## config.mk

```make
export PLATFORM = sky130hd
export DESIGN_NAME = sprite_collision_unit
export DESIGN_NICKNAME = d
export VERILOG_FILES = /design/src/rtl/sprite_collision_unit.sv
export SDC_FILE = /design/constraint.sdc
export NUM_CORES = 1
export LEC_CHECK = 0
export CAP_MARGIN = 25
export CORE_MARGIN = 2
export CORE_UTILIZATION = 38
export CTS_CLUSTER_SIZE = 10
export DETAILED_ROUTE_END_ITERATION = 8
export SLEW_MARGIN = 20
export SYNTH_ARGS = -nofsm -noshare
export SYNTH_HDL_FRONTEND = slang
export SYNTH_SLANG_ARGS = --single-unit
```

## constraint.sdc

```tcl
create_clock -name clk -period 4.9 [get_ports clk]
set_clock_uncertainty 0.15 [all_clocks]
set_input_delay 1.47 -clock clk [delete_from_list [all_inputs] [get_ports clk]]
set_output_delay 1.47 -clock clk [all_outputs]
set_load 0.03 [all_outputs]
```

## src/rtl/sprite_collision_unit.sv

```systemverilog
// sprite_collision_unit: per-pixel dino/obstacle overlap detection.
// Accumulates per-frame hit results, publishes them at the first cycle of
// vertical blank, and exposes them over a small Avalon-MM register file.
//
// State    | Meaning
// ---------+-----------------------------------------------------------
// S_IDLE   | disabled; accumulators held at 0
// S_SYNC   | enabled, waiting out the partial frame in progress
// S_ACTIVE | accumulating overlaps; frame end publishes the results
module sprite_collision_unit #(
    parameter int N_OBST  = 4,
    parameter int VACTIVE = 480,
    parameter int HACTIVE = 1280
) (
    input  logic              clk,
    input  logic              reset,
    input  logic [10:0]       hcount,
    input  logic [9:0]        vcount,
    input  logic              blank_n,
    input  logic              dino_opaque,
    input  logic [N_OBST-1:0] obst_opaque,
    input  logic              chipselect,
    input  logic              read,
    input  logic              write,
    input  logic [2:0]        address,
    input  logic [31:0]       writedata,
    output logic [31:0]       readdata,
    output logic              irq
);

    typedef enum logic [1:0] {
        S_IDLE   = 2'd0,
        S_SYNC   = 2'd1,
        S_ACTIVE = 2'd2
    } state_t;

    state_t state, state_next;

    logic [10:0]       hc_q;
    logic [9:0]        vc_q;
    logic              blank_q;
    logic              dino_q;
    logic [N_OBST-1:0] obst_q;

    logic [N_OBST-1:0] acc_mask;
    logic [15:0]       acc_count;
    logic [N_OBST-1:0] hit_mask;
    logic [15:0]       hit_count;
    logic [15:0]       frame_cnt;

    logic              ctrl_en;
    logic [N_OBST-1:0] irq_mask;
    logic              irq_pend;

    logic [N_OBST-1:0] overlap;
    logic              sample;
    logic              frame_end;
    logic              irq_set;
    logic              irq_ack;
    logic              ctrl_wr;
    logic [31:0]       rd_mux;
    logic              unused_wdata;

    assign overlap   = obst_q & {N_OBST{dino_q}};
    // The HACTIVE bound guards against a blank_n that is misaligned with hcount.
    assign sample    = blank_q && !hc_q[0] && (hc_q < 11'(HACTIVE));
    assign frame_end = (vc_q == 10'(VACTIVE)) && (hc_q == 11'd0);

    assign irq_set = frame_end && ctrl_en && (state == S_ACTIVE)
                     && (|(acc_mask & irq_mask));
    assign irq_ack = chipselect && write && (address == 3'd3) && writedata[0];
    assign ctrl_wr = chipselect && write && (address == 3'd2);

    assign irq          = irq_pend;
    assign unused_wdata = ^writedata;

    // Input stage: one register on every renderer-side input.
    always_ff @(posedge clk or posedge reset) begin
        if (reset) begin
            hc_q    <= '0;
            vc_q    <= '0;
            blank_q <= 1'b0;
            dino_q  <= 1'b0;
            obst_q  <= '0;
        end else begin
            hc_q    <= hcount;
            vc_q    <= vcount;
            blank_q <= blank_n;
            dino_q  <= dino_opaque;
            obst_q  <= obst_opaque;
        end
    end

    // Frame-phase state register.
    always_ff @(posedge clk or posedge reset) begin
        if (reset) begin
            state <= S_IDLE;
        end else begin
            state <= state_next;
        end
    end

    // Next-state logic; dropping enable returns to IDLE from anywhere.
    always_comb begin
        state_next = state;
        case (state)
            S_IDLE:   if (ctrl_en) state_next = S_SYNC;
            S_SYNC:   if (frame_end) state_next = S_ACTIVE;
            S_ACTIVE: state_next = S_ACTIVE;
            default:  state_next = S_IDLE;
        endcase
        if (!ctrl_en) begin
            state_next = S_IDLE;
        end
    end

    // Per-frame accumulators; cleared at frame end and whenever not accumulating.
    always_ff @(posedge clk or posedge reset) begin
        if (reset) begin
            acc_mask  <= '0;
            acc_count <= '0;
        end else if (!ctrl_en || frame_end || (state != S_ACTIVE)) begin
            acc_mask  <= '0;
            acc_count <= '0;
        end else if (sample) begin
            acc_mask <= acc_mask | overlap;
            if ((|overlap) && (acc_count != 16'hFFFF)) begin
                acc_count <= acc_count + 16'd1;
            end
        end
    end

    // Publish at frame end; the frame that finishes SYNC is partial and is not published.
    always_ff @(posedge clk or posedge reset) begin
        if (reset) begin
            hit_mask  <= '0;
            hit_count <= '0;
            frame_cnt <= '0;
        end else if (frame_end) begin
            frame_cnt <= frame_cnt + 16'd1;
            if (state != S_SYNC) begin
                hit_mask  <= ctrl_en ? acc_mask  : '0;
                hit_count <= ctrl_en ? acc_count : 16'd0;
            end
        end
    end

    // CTRL register.
    always_ff @(posedge clk or posedge reset) begin
        if (reset) begin
            ctrl_en  <= 1'b0;
            irq_mask <= '0;
        end else if (ctrl_wr) begin
            ctrl_en  <= writedata[0];
            irq_mask <= writedata[8 +: N_OBST];
        end
    end

    // Interrupt pending flag; a frame-end set beats a simultaneous acknowledge.
    always_ff @(posedge clk or posedge reset) begin
        if (reset) begin
            irq_pend <= 1'b0;
        end else if (irq_set) begin
            irq_pend <= 1'b1;
        end else if (irq_ack) begin
            irq_pend <= 1'b0;
        end
    end

    // Read-data select for the register map.
    always_comb begin
        rd_mux = 32'd0;
        case (address)
            3'd0:    rd_mux = {hit_count, 8'd0, 8'(hit_mask)};
            3'd1:    rd_mux = {16'd0, frame_cnt};
            3'd2:    rd_mux = {16'd0, 8'(irq_mask), 7'd0, ctrl_en};
            3'd3:    rd_mux = {31'd0, irq_pend};
            default: rd_mux = 32'd0;
        endcase
    end

    // Registered read data, held until the next read.
    always_ff @(posedge clk or posedge reset) begin
        if (reset) begin
            readdata <= '0;
        end else if (chipselect && read) begin
            readdata <= rd_mux;
        end
    end

endmodule

```

==> flow_summary.yaml, run 1 <==
layout:
  post_route_cells_drive_above_1_share_pct: 11.1
  multi_input_logic_area_sq_mm: 0.00168
  antenna_cells_inserted: 0
  area_added_between_synthesis_and_finish_pct: 31.2
  layout.area.seq_sq_mm: 0.00308
  nets: 572
  filler_cell_count: 1121
  final_design_area_no_fill_sq_mm: 0.00646
place:
  numPortBuffers: 72
  globalplace.congestion: 0.822
  placed_area_sq_mm: 0.00584
  place.detailed.hpwl_mm: 6.63
power:
  p_leak_nw: 2.71
  power_switching_uw: 522
  part_of_the_power_in_combinational_logic_pct: 5.7
  switching_share_pct: 20.8
  power_density_mw_per_mm2: 389
  cell_internal_pwr_mw: 1.99
  vdd_drop_max_uv: 219
  power_frac_clock_pct: 51.1
  p_seq_share_pct: 43.2
worst_setup_path:
  timing.critical_path.arrival_ns: 1.47
  critPathMaxStageDelay_ns: 0.69
  critPathTopFamily: "buffers and inverters"
  setup.worst_path.start_class: "flop"
  cp.required_ns: 3.28
  crit_path_cell_trace: "clkdlybuf4s50_1"
  worstSetupPathType: "reg -> out"
  crit_path_top_delay_cell: "clkdlybuf4s50_1"
  crit_path_max_fo: 2
  reg2reg_setup_slack_ns: 2.43
  cp_num_buf_inv: 1
  worstSetupEndpointType: "primary output"
hold_path:
  min_path_type: "reg -> reg"
drt:
  dr.first_iter.drc_count: 205
  post_drt_via_cell_ratio: 4.85
  post_drt_wl_per_cell_um: 14.1
  num_vias: 3317
  post_detailed_route_count_of_antenna_violating_nets: 0
  routed_wire_length_mm: 9.62
  firstDrtPassIters: 4
  post_detailed_route_drc_marker_count: 0
logic_synthesis:
  fraction_of_the_yosys_area_taken_by_sequential_cells_pct: 62.5
  synthesis.area_sq_mm: 0.00492
  syn-instance-count: 423
  ys_ff_latch: 123
  synthesis.nets: 495
  netlist.area_leader.share_pct: 62.5
  synth_area_leaders: "dfrtp_1, a22o_1, xnor2_1, nand3_1, o21ai_0"
  yosysUniqueCellTypes: 41
  ys.warnings.count: 0
  synth-main-ff-cell: "dfrtp_1"
  avgSynthCellArea_sq_um: 11.6
  synth_edf_count: 0
  yosysTopAreaCell: "dfrtp_1"
  synthArstFlopShare_pct: 100
global_routing:
  grt_start_max_net_pins: 83
  grt_use_total_pct: 15.1
  grt_overflow_total: 0
  grt_first_pass_wirelength_mm: 16.6
  first_global_vias: 3422
  antenna_found_initial: 0
timing:
  tightest_slew_ns: 0.898
  timing.fmax_mhz: 323
  grt_setup_unrepaired: "no"
  post-route-min-period_ns: 3.09
  max_slew_margin_pct: 40.1
  final_min_period_over_clock_period_pct: 63.1
  final.setup.tns_ns: 0
  finalHoldViolCount: 0
  worst_hold_slack_ns: 0.331
  setup_viols_final: 0
  timing.final.max_slew_violations: 0
die:
  rows: 41
  floorplan.initialDensity_pct: 39.0
  die_height_um: 118
  core_region_area_sq_mm: 0.0126
  io_pins: 100
  floorplan.die.width_um: 118
  die-area_sq_mm: 0.0139
clocking:
  clkSinkCount: 123
  root_buffer: "clkbuf_16"
  cts_tree: "done"
  numCtsBuffers: 17
  insertion_delay_ns: 0.40
  post-cts-setup-buffer-count: 0
  clockBufferDepth: 2
  cts-hold-fix-buffers: 0
  cts_resizes: 0
  ctsHtreeMaxLevel: 4
  clock_transition_at_the_registers_of_the_reported_paths_ns: 0.05
status:
  result_of_the_run: "finished clean"
flow_run:
  maxCapViolations: 0
[cells in the final DEF, fill, tap and decap left out, drive strengths merged, types with 2 or more instances in the layout]
| cell type | synthesis | routed |
|---|---|---|
| dfrtp | 123 | 123 |
| clkdlybuf4s50 | 0 | 72 |
| o21ai | 34 | 34 |
| nand3 | 32 | 32 |
| nor2 | 28 | 28 |
| nand2 | 25 | 25 |
| a22o | 25 | 25 |
| xnor2 | 25 | 25 |
| inv | 25 | 25 |
| clkbuf | 12 | 24 |
| nand4 | 14 | 14 |
| nor4 | 10 | 10 |
| a21oi | 7 | 7 |
| a22oi | 6 | 6 |
| mux2 | 5 | 5 |
| nor3 | 5 | 5 |
| ha | 5 | 5 |
| buf | 7 | 5 |
| clkinv | 0 | 4 |
| nor4b | 4 | 4 |
| or3 | 3 | 3 |
| and2 | 3 | 3 |
| mux2i | 3 | 3 |
| xor2 | 3 | 3 |
| and3 | 3 | 3 |
| bufinv | 0 | 3 |
| nor2b | 3 | 3 |
| or2 | 2 | 2 |
| or4 | 2 | 2 |
[per-stage QoR]
step / power (mW) / setup WS (ns) / utilization (%) / std cells
2_1_floorplan: 1.18 / 0.00912 / - / 423
3_3_place_gp: 1.24 / 1.46 / 46.2 / 653
3_5_place_dp: 1.25 / 1.45 / 46.2 / 653
4_1_cts: 2.54 / 1.78 / 51.2 / 684
5_1_grt: 2.61 / 1.75 / 51.2 / 684
6_report: 2.51 / 1.81 / 51.2 / 684
[cell type report]
class / count / share of cell area, %
clock buffer: 24 / 7.92
sequential: 123 / 47.7
tap: 172 / 3.33
clock inverter: 7 / 1.71
inverter: 25 / 1.49
multi-input combinational: 256 / 25.9
timing repair buffer: 77 / 11.9
[flip-flops by register name, summed over array words and instances, names as in the netlist]
| signal | flops |
|---|---|
| irq_mask | 4 |
| frame_cnt | 16 |
| hit_count | 16 |
| acc_mask | 4 |
| obst_q | 4 |
| dino_q | 1 |
| hc_q | 11 |
| irq | 1 |
| blank_q | 1 |
| ctrl_en | 1 |
| readdata | 32 |
| acc_count | 16 |
| state | 2 |
| vc_q | 10 |
| hit_mask | 4 |
[logic make-up after synthesis]
group	count (synthesis)	share of synthesized area (%)
and+or+nand+nor	140	15.4
muxes	9	2.21
xor gates and xnor gates	28	5.14
adders and majority gates	5	1.27
buffers and inverters	44	3.53
AOI/OAI and AO/OA	74	9.92
DFF	123	62.5
[layer usage]
layer | share of wire [%] | wire (um) | global-route usage [%]
met2 | 47 | 4550 | 23.5
met1 | 48 | 4590 | 19.8
met3 | 3.8 | 365 | 4.51
met4 | 1.3 | 121 | 6.02
met5 | 0 | 0 | 0
[path summary, 6_finish.rpt]
check / start / to / depth (start not counted)
max: readdata[2]$_DFFE_PP0P_ / readdata[2] / 1
min: hit_count[3]$_DFFE_PP0P_ / readdata[19]$_DFFE_PP0P_ / 1
max reg2reg: vc_q[1]$_DFF_PP0_ / acc_count[6]$_DFFE_PP0P_ / 5
min reg2reg: hit_count[3]$_DFFE_PP0P_ / readdata[19]$_DFFE_PP0P_ / 1
max in group asynchronous: reset / hc_q[3]$_DFF_PP0_ / 3
min in group asynchronous: reset / readdata[17]$_DFFE_PP0P_ / 2
[Yosys cell counts, types with 6 or more instances]
master	number
nor4_1	9
nand2_1	25
inv_1	25
a22o_1	25
dfrtp_1	123
nor2_1	25
clkbuf_1	12
a21oi_1	7
nand3_1	32
nand4_1	14
xnor2_1	24
buf_2	7
a22oi_1	6
o21ai_0	32
[worst reg2reg max path, stage by stage (launching register included)]
cell and delay [ns]:
dfrtp_1 0.35, nor4_1 0.33, nand3_1 0.25, or3_1 0.49, nand3_1 0.60, nor2_1 0.13
[power by group through the flow]
| stage | sequential (mW) | clock, mW | combinational (mW) |
|---|---|---|---|
| 5_1_grt | 1.09 | 1.36 | 0.163 |
| 3_5_place_dp | 1.10 | 0 | 0.147 |
| 3_3_place_gp | 1.10 | 0 | 0.143 |
| 2_1_floorplan | 1.09 | 0 | 0.0868 |
| 6_report | 1.09 | 1.28 | 0.144 |
| 4_1_cts | 1.09 | 1.31 | 0.148 |
No activity file was read; power rests on OpenSTA's default activity.
==> run 2, diff against run 1 <==
Clock period 4.9 ns to 2.6 ns, I/O delays scaled along.
==> run 2 against run 1 <==
Flip-flop and latch count unchanged. Sequential power up 86%. Non-clock buffer count up 10. Final area up 0.74%. Sequential share of layout area down 0.35 points.
==> flow_summary.yaml, run 2 (synthesis results as in run 1) <==
hold_path:
  timing.hold.worst_endpoint: "frame_cnt[15]$_DFFE_PP0P_"
  hold_path_depth: 1
  min_path_type: "reg -> reg"
  min-delay-start: "frame_cnt[15]$_DFFE_PP0P_"
layout:
  antenna_cells_inserted: 0
  final_common_cell: "dfrtp_1"
  most_used_cells_in_the_layout_excluding_fill_and_tap_cells: "dfrtp_1, clkdlybuf4s50_1, nand3_1, o21ai_0"
  nets: 582
  largest_register: "readdata"
  post_route_cells_drive_above_1_share_pct: 12.5
  area_added_between_synthesis_and_finish_pct: 32.2
  largest_reg_flops: 32
drt:
  dr.first_iter.drc_count: 181
  post_detailed_route_count_of_antenna_violating_nets: 0
  routed_wire_length_mm: 9.78
  firstDrtPassIters: 4
  post_detailed_route_drc_marker_count: 0
  post_drt_via_cell_ratio: 4.96
  post_drt_wl_per_cell_um: 14.1
  num_vias: 3444
clocking:
  clkSinkCount: 123
  cts_resizes: 0
  ctsHtreeMaxLevel: 4
  cts-hold-fix-buffers: 0
  insertion_delay_ns: 0.40
  numCtsBuffers: 17
  post-cts-setup-buffer-count: 0
  root_buffer: "clkbuf_16"
  clockBufferDepth: 2
  clock_transition_at_the_registers_of_the_reported_paths_ns: 0.05
  cts_tree: "done"
timing:
  post-route-min-period_ns: 2.39
  final.setup.tns_ns: 0
  max_slew_margin_pct: 65.6
  final_min_period_over_clock_period_pct: 91.9
  timing.final.max_slew_violations: 0
  grt_setup_unrepaired: "no"
  tightest_slew_ns: 0.512
  timing.fmax_mhz: 419
  finalHoldViolCount: 0
  setup_viols_final: 0
worst_setup_path:
  r2r-start: "vc_q[1]$_DFF_PP0_"
  timing.critical_path.arrival_ns: 1.46
  crit_path_cell_trace: "clkdlybuf4s50_1"
  worst-r2r-cell-count: 5
  reg2reg_setup_slack_ns: 0.32
  cp.required_ns: 1.67
  cp_num_buf_inv: 1
  worstSetupEndpointType: "primary output"
  regToRegEndpoint: "frame_cnt[12]$_DFFE_PP0P_"
  critPathTopFamily: "buffers and inverters"
  crit_path_top_delay_cell: "clkdlybuf4s50_1"
  worstSetupPathType: "reg -> out"
  setup.worst_path.start_class: "flop"
  crit_path_max_fo: 2
  critPathMaxStageDelay_ns: 0.68
power:
  p_leak_nw: 2.74
  power_density_mw_per_mm2: 709
  vdd_drop_max_uv: 479
  total_power_mw: 4.61
die:
  die-area_sq_mm: 0.0139
  rows: 41
  floorplan.initialDensity_pct: 39.0
  floorplan.die.width_um: 118
  io_pins: 100
  core_region_area_sq_mm: 0.0126
  die_height_um: 118
flow_run:
  maxCapViolations: 0
global_routing:
  grt_use_total_pct: 15.3
  grt_first_pass_wirelength_mm: 16.9
  grt_start_max_net_pins: 58
  antenna_found_initial: 0
  grt_overflow_total: 0
  first_global_vias: 3479
place:
  globalplace.congestion: 0.797
  place.detailed.hpwl_mm: 6.96
  numPortBuffers: 72
status:
  result_of_the_run: "finished clean"
[run 2: worst max path at each step]
stage	cells after the start	slack (ns)	end	from
floorplan	1	0.16	acc_count[0]$_DFFE_PP0P_	reset
global placement	5	0.12	readdata[22]$_DFFE_PP0P_	address[1]
detailed placement	5	0.09	readdata[19]$_DFFE_PP0P_	address[1]
CTS	1	0.19	readdata[30]	readdata[30]$_DFFE_PP0P_
global route	1	0.15	readdata[28]	readdata[28]$_DFFE_PP0P_
finish	1	0.21	readdata[2]	readdata[2]$_DFFE_PP0P_
[run 2: through the flow]
| step | utilization (%) | instances | area (sq um) | worst slack (ns) | hold slack (ns) |
|---|---|---|---|---|---|
| 2_1_floorplan | - | 423 | 4920 | 0.159 | 0.296 |
| 3_3_place_gp | 46.9 | 663 | 5920 | 0.117 | 0.317 |
| 3_5_place_dp | 46.9 | 663 | 5920 | 0.0892 | 0.323 |
| 4_1_cts | 51.5 | 694 | 6500 | 0.189 | 0.330 |
| 5_1_grt | 51.5 | 694 | 6500 | 0.150 | 0.342 |
| 6_report | 51.5 | 694 | 6500 | 0.211 | 0.332 |
[run 2: area by class of cell]
class	instances	area [sq um]
repair buffers	87	858
clock buffers	24	492
inverters	25	97.6
flip-flops and latches	123	3080
fillers	1143	6110
clock inverters	7	88.8
multi-input cells	256	1680
well taps	172	215
[run 2: power by group]
part | internal [mW] | switching, mW | leakage, nW
Clock | 1.50 | 0.771 | 0.290
Sequential | 1.98 | 0.0476 | 1.64
Combinational | 0.140 | 0.173 | 0.803
Total | 3.62 | 0.991 | 2.74
[run 2: per-layer routing]
metal / share of wire (%) / global-route usage, % / vias to the layer above
met1: 47 / 20.6 / 1685
met3: 5.2 / 4.75 / 9
met4: 1.4 / 5.65 / 0
met2: 46 / 23.4 / 91
li1: - / - / 1659
met5: 0 / 0 / -
==> run 3, diff against run 2 <==
Settings changed: CELL_PAD_IN_SITES_DETAIL_PLACEMENT from default to 1, CELL_PAD_IN_SITES_GLOBAL_PLACEMENT from default to 1, CORE_UTILIZATION 38 to 36, PLACE_DENSITY_LB_ADDON from default to 0.1.
==> run 3 against run 2 <==
Final cell count rose by 0.58%. Via count rose by 0.84%. Flip-flop and latch count did not move. Routed wire length rose by 18%. Critical endpoint is now readdata[29]. Worst hold slack got worse by 0.0043 ns. Count of clock-buffer cells in the layout did not move. Largest power group unchanged. Core utilization fell by 2.7 points. Sequential share of layout area rose by 0.12 points. Critical path type unchanged. Total power fell by 1.0%. Largest cell class unchanged. Clock power fell by 2%.
==> flow_summary.yaml, run 3 (synthesis results as in run 1) <==
status:
  result_of_the_run: "finished clean"
power:
  total_power_mw: 4.56
  power_switching_mw: 1.02
  part_of_the_power_in_combinational_logic_pct: 7.0
  p_seq_share_pct: 44.3
  vdd_drop_max_uv: 343
  p_leak_nw: 2.72
  power_frac_clock_pct: 48.7
  power_density_mw_per_mm2: 703
  cell_internal_pwr_mw: 3.54
  switching_share_pct: 22.4
layout:
  post_route_cells_drive_above_1_share_pct: 12.6
  most_used_cells_in_the_layout_excluding_fill_and_tap_cells: "dfrtp_1, clkdlybuf4s50_1, nand3_1, o21ai_0"
  fin_cells: 698
  final_common_cell: "dfrtp_1"
  largest_register: "readdata"
  postLayoutCoreUtil_pct: 48.8
  antenna_cells_inserted: 0
  area_added_between_synthesis_and_finish_pct: 31.9
  largest_reg_flops: 32
  nets: 583
global_routing:
  first_global_vias: 3808
  grt_overflow_total: 0
  grt_first_pass_wirelength_mm: 19.6
  grt_use_total_pct: 17.5
  grt_start_max_net_pins: 76
  antenna_found_initial: 0
clocking:
  numCtsBuffers: 17
  insertion_delay_ns: 0.41
  clockBufferDepth: 2
  ctsHtreeMaxLevel: 4
  cts_tree: "done"
  clock_transition_at_the_registers_of_the_reported_paths_ns: 0.05
  root_buffer: "clkbuf_16"
  post-cts-setup-buffer-count: 0
  clkSinkCount: 123
  cts-hold-fix-buffers: 0
  cts_resizes: 0
place:
  place.detailed.hpwl_mm: 7.86
  place_ws_ns: 0.0387
  globalplace.congestion: 0.767
  numPlacedInstances: 668
  numPortBuffers: 72
timing:
  post-route-min-period_ns: 2.44
  grt_setup_unrepaired: "no"
  timing.final.max_slew_violations: 0
  final_min_period_over_clock_period_pct: 93.7
  final.setup.tns_ns: 0
  max_slew_margin_pct: 59.6
  timing.fmax_mhz: 411
  setup_viols_final: 0
  layout_setup_ws_ns: 0.165
  tightest_slew_ns: 0.601
  finalHoldViolCount: 0
worst_setup_path:
  cp.required_ns: 1.67
  cp_num_buf_inv: 1
  crit_path_max_fo: 2
  critPathMaxStageDelay_ns: 0.69
  crit_path_top_delay_cell: "clkdlybuf4s50_1"
  worstSetupEndpointType: "primary output"
  crit_path_cell_trace: "clkdlybuf4s50_1"
  timing.critical_path.arrival_ns: 1.51
  setup.worst_path.start_class: "flop"
  worstSetupPathType: "reg -> out"
  critPathTopFamily: "buffers and inverters"
die:
  core_region_area_sq_mm: 0.0133
  die_height_um: 121
  floorplan.initialDensity_pct: 37.0
  rows: 42
  die-area_sq_mm: 0.0146
  io_pins: 100
  floorplan.die.width_um: 121
drt:
  num_vias: 3473
  post_detailed_route_count_of_antenna_violating_nets: 0
  post_drt_via_cell_ratio: 4.98
  post_drt_wl_per_cell_um: 16.5
  firstDrtPassIters: 4
  dr.first_iter.drc_count: 185
  post_detailed_route_drc_marker_count: 0
  routed_wire_length_mm: 11.5
flow_run:
  maxCapViolations: 0
hold_path:
  min_path_type: "reg -> reg"
[run 3: cell type report]
class | instances | area (sq um)
clock buffers | 24 | 502
flip-flops and latches | 123 | 3080
well taps | 176 | 220
clock inverters | 6 | 62.6
repair buffers | 88 | 853
fillers | 1430 | 6810
inverters | 25 | 97.6
multi-input cells | 256 | 1680
[run 3: worst paths after layout]
check	startpoint	endpoint	slack, ns	depth (start not counted)
min	frame_cnt[15]$_DFFE_PP0P_	frame_cnt[15]$_DFFE_PP0P_	0.33	1
min in group asynchronous	reset	readdata[0]$_DFFE_PP0P_	0.69	3
max in group asynchronous	reset	hc_q[1]$_DFF_PP0_	1.09	3
max	readdata[29]$_DFFE_PP0P_	readdata[29]	0.16	1
min reg2reg	frame_cnt[15]$_DFFE_PP0P_	frame_cnt[15]$_DFFE_PP0P_	0.33	1
max reg2reg	hc_q[3]$_DFF_PP0_	acc_count[12]$_DFFE_PP0P_	0.36	7
[run 3: per-layer routing]
metal	global-route usage, %	wire length (um)
met5	0	0
met4	6.18	146
met3	4.89	448
met2	27.3	5460
met1	23.4	5470
[run 3: power by group through the flow]
stage	logic [mW]	registers (mW)	clock network [mW]
after CTS	0.328	2.02	2.28
final	0.319	2.02	2.22
after floorplan	0.164	2.05	0
after global routing	0.359	2.03	2.36
after detailed placement	0.326	2.05	0
after global placement	0.316	2.05	0
[run 3: per-stage QoR]
| step | hold slack [ns] | area [sq um] |
|---|---|---|
| 2_1_floorplan | 0.296 | 4920 |
| 3_3_place_gp | 0.315 | 5920 |
| 3_5_place_dp | 0.326 | 5920 |
| 4_1_cts | 0.338 | 6490 |
| 5_1_grt | 0.354 | 6490 |
| 6_report | 0.328 | 6490 |
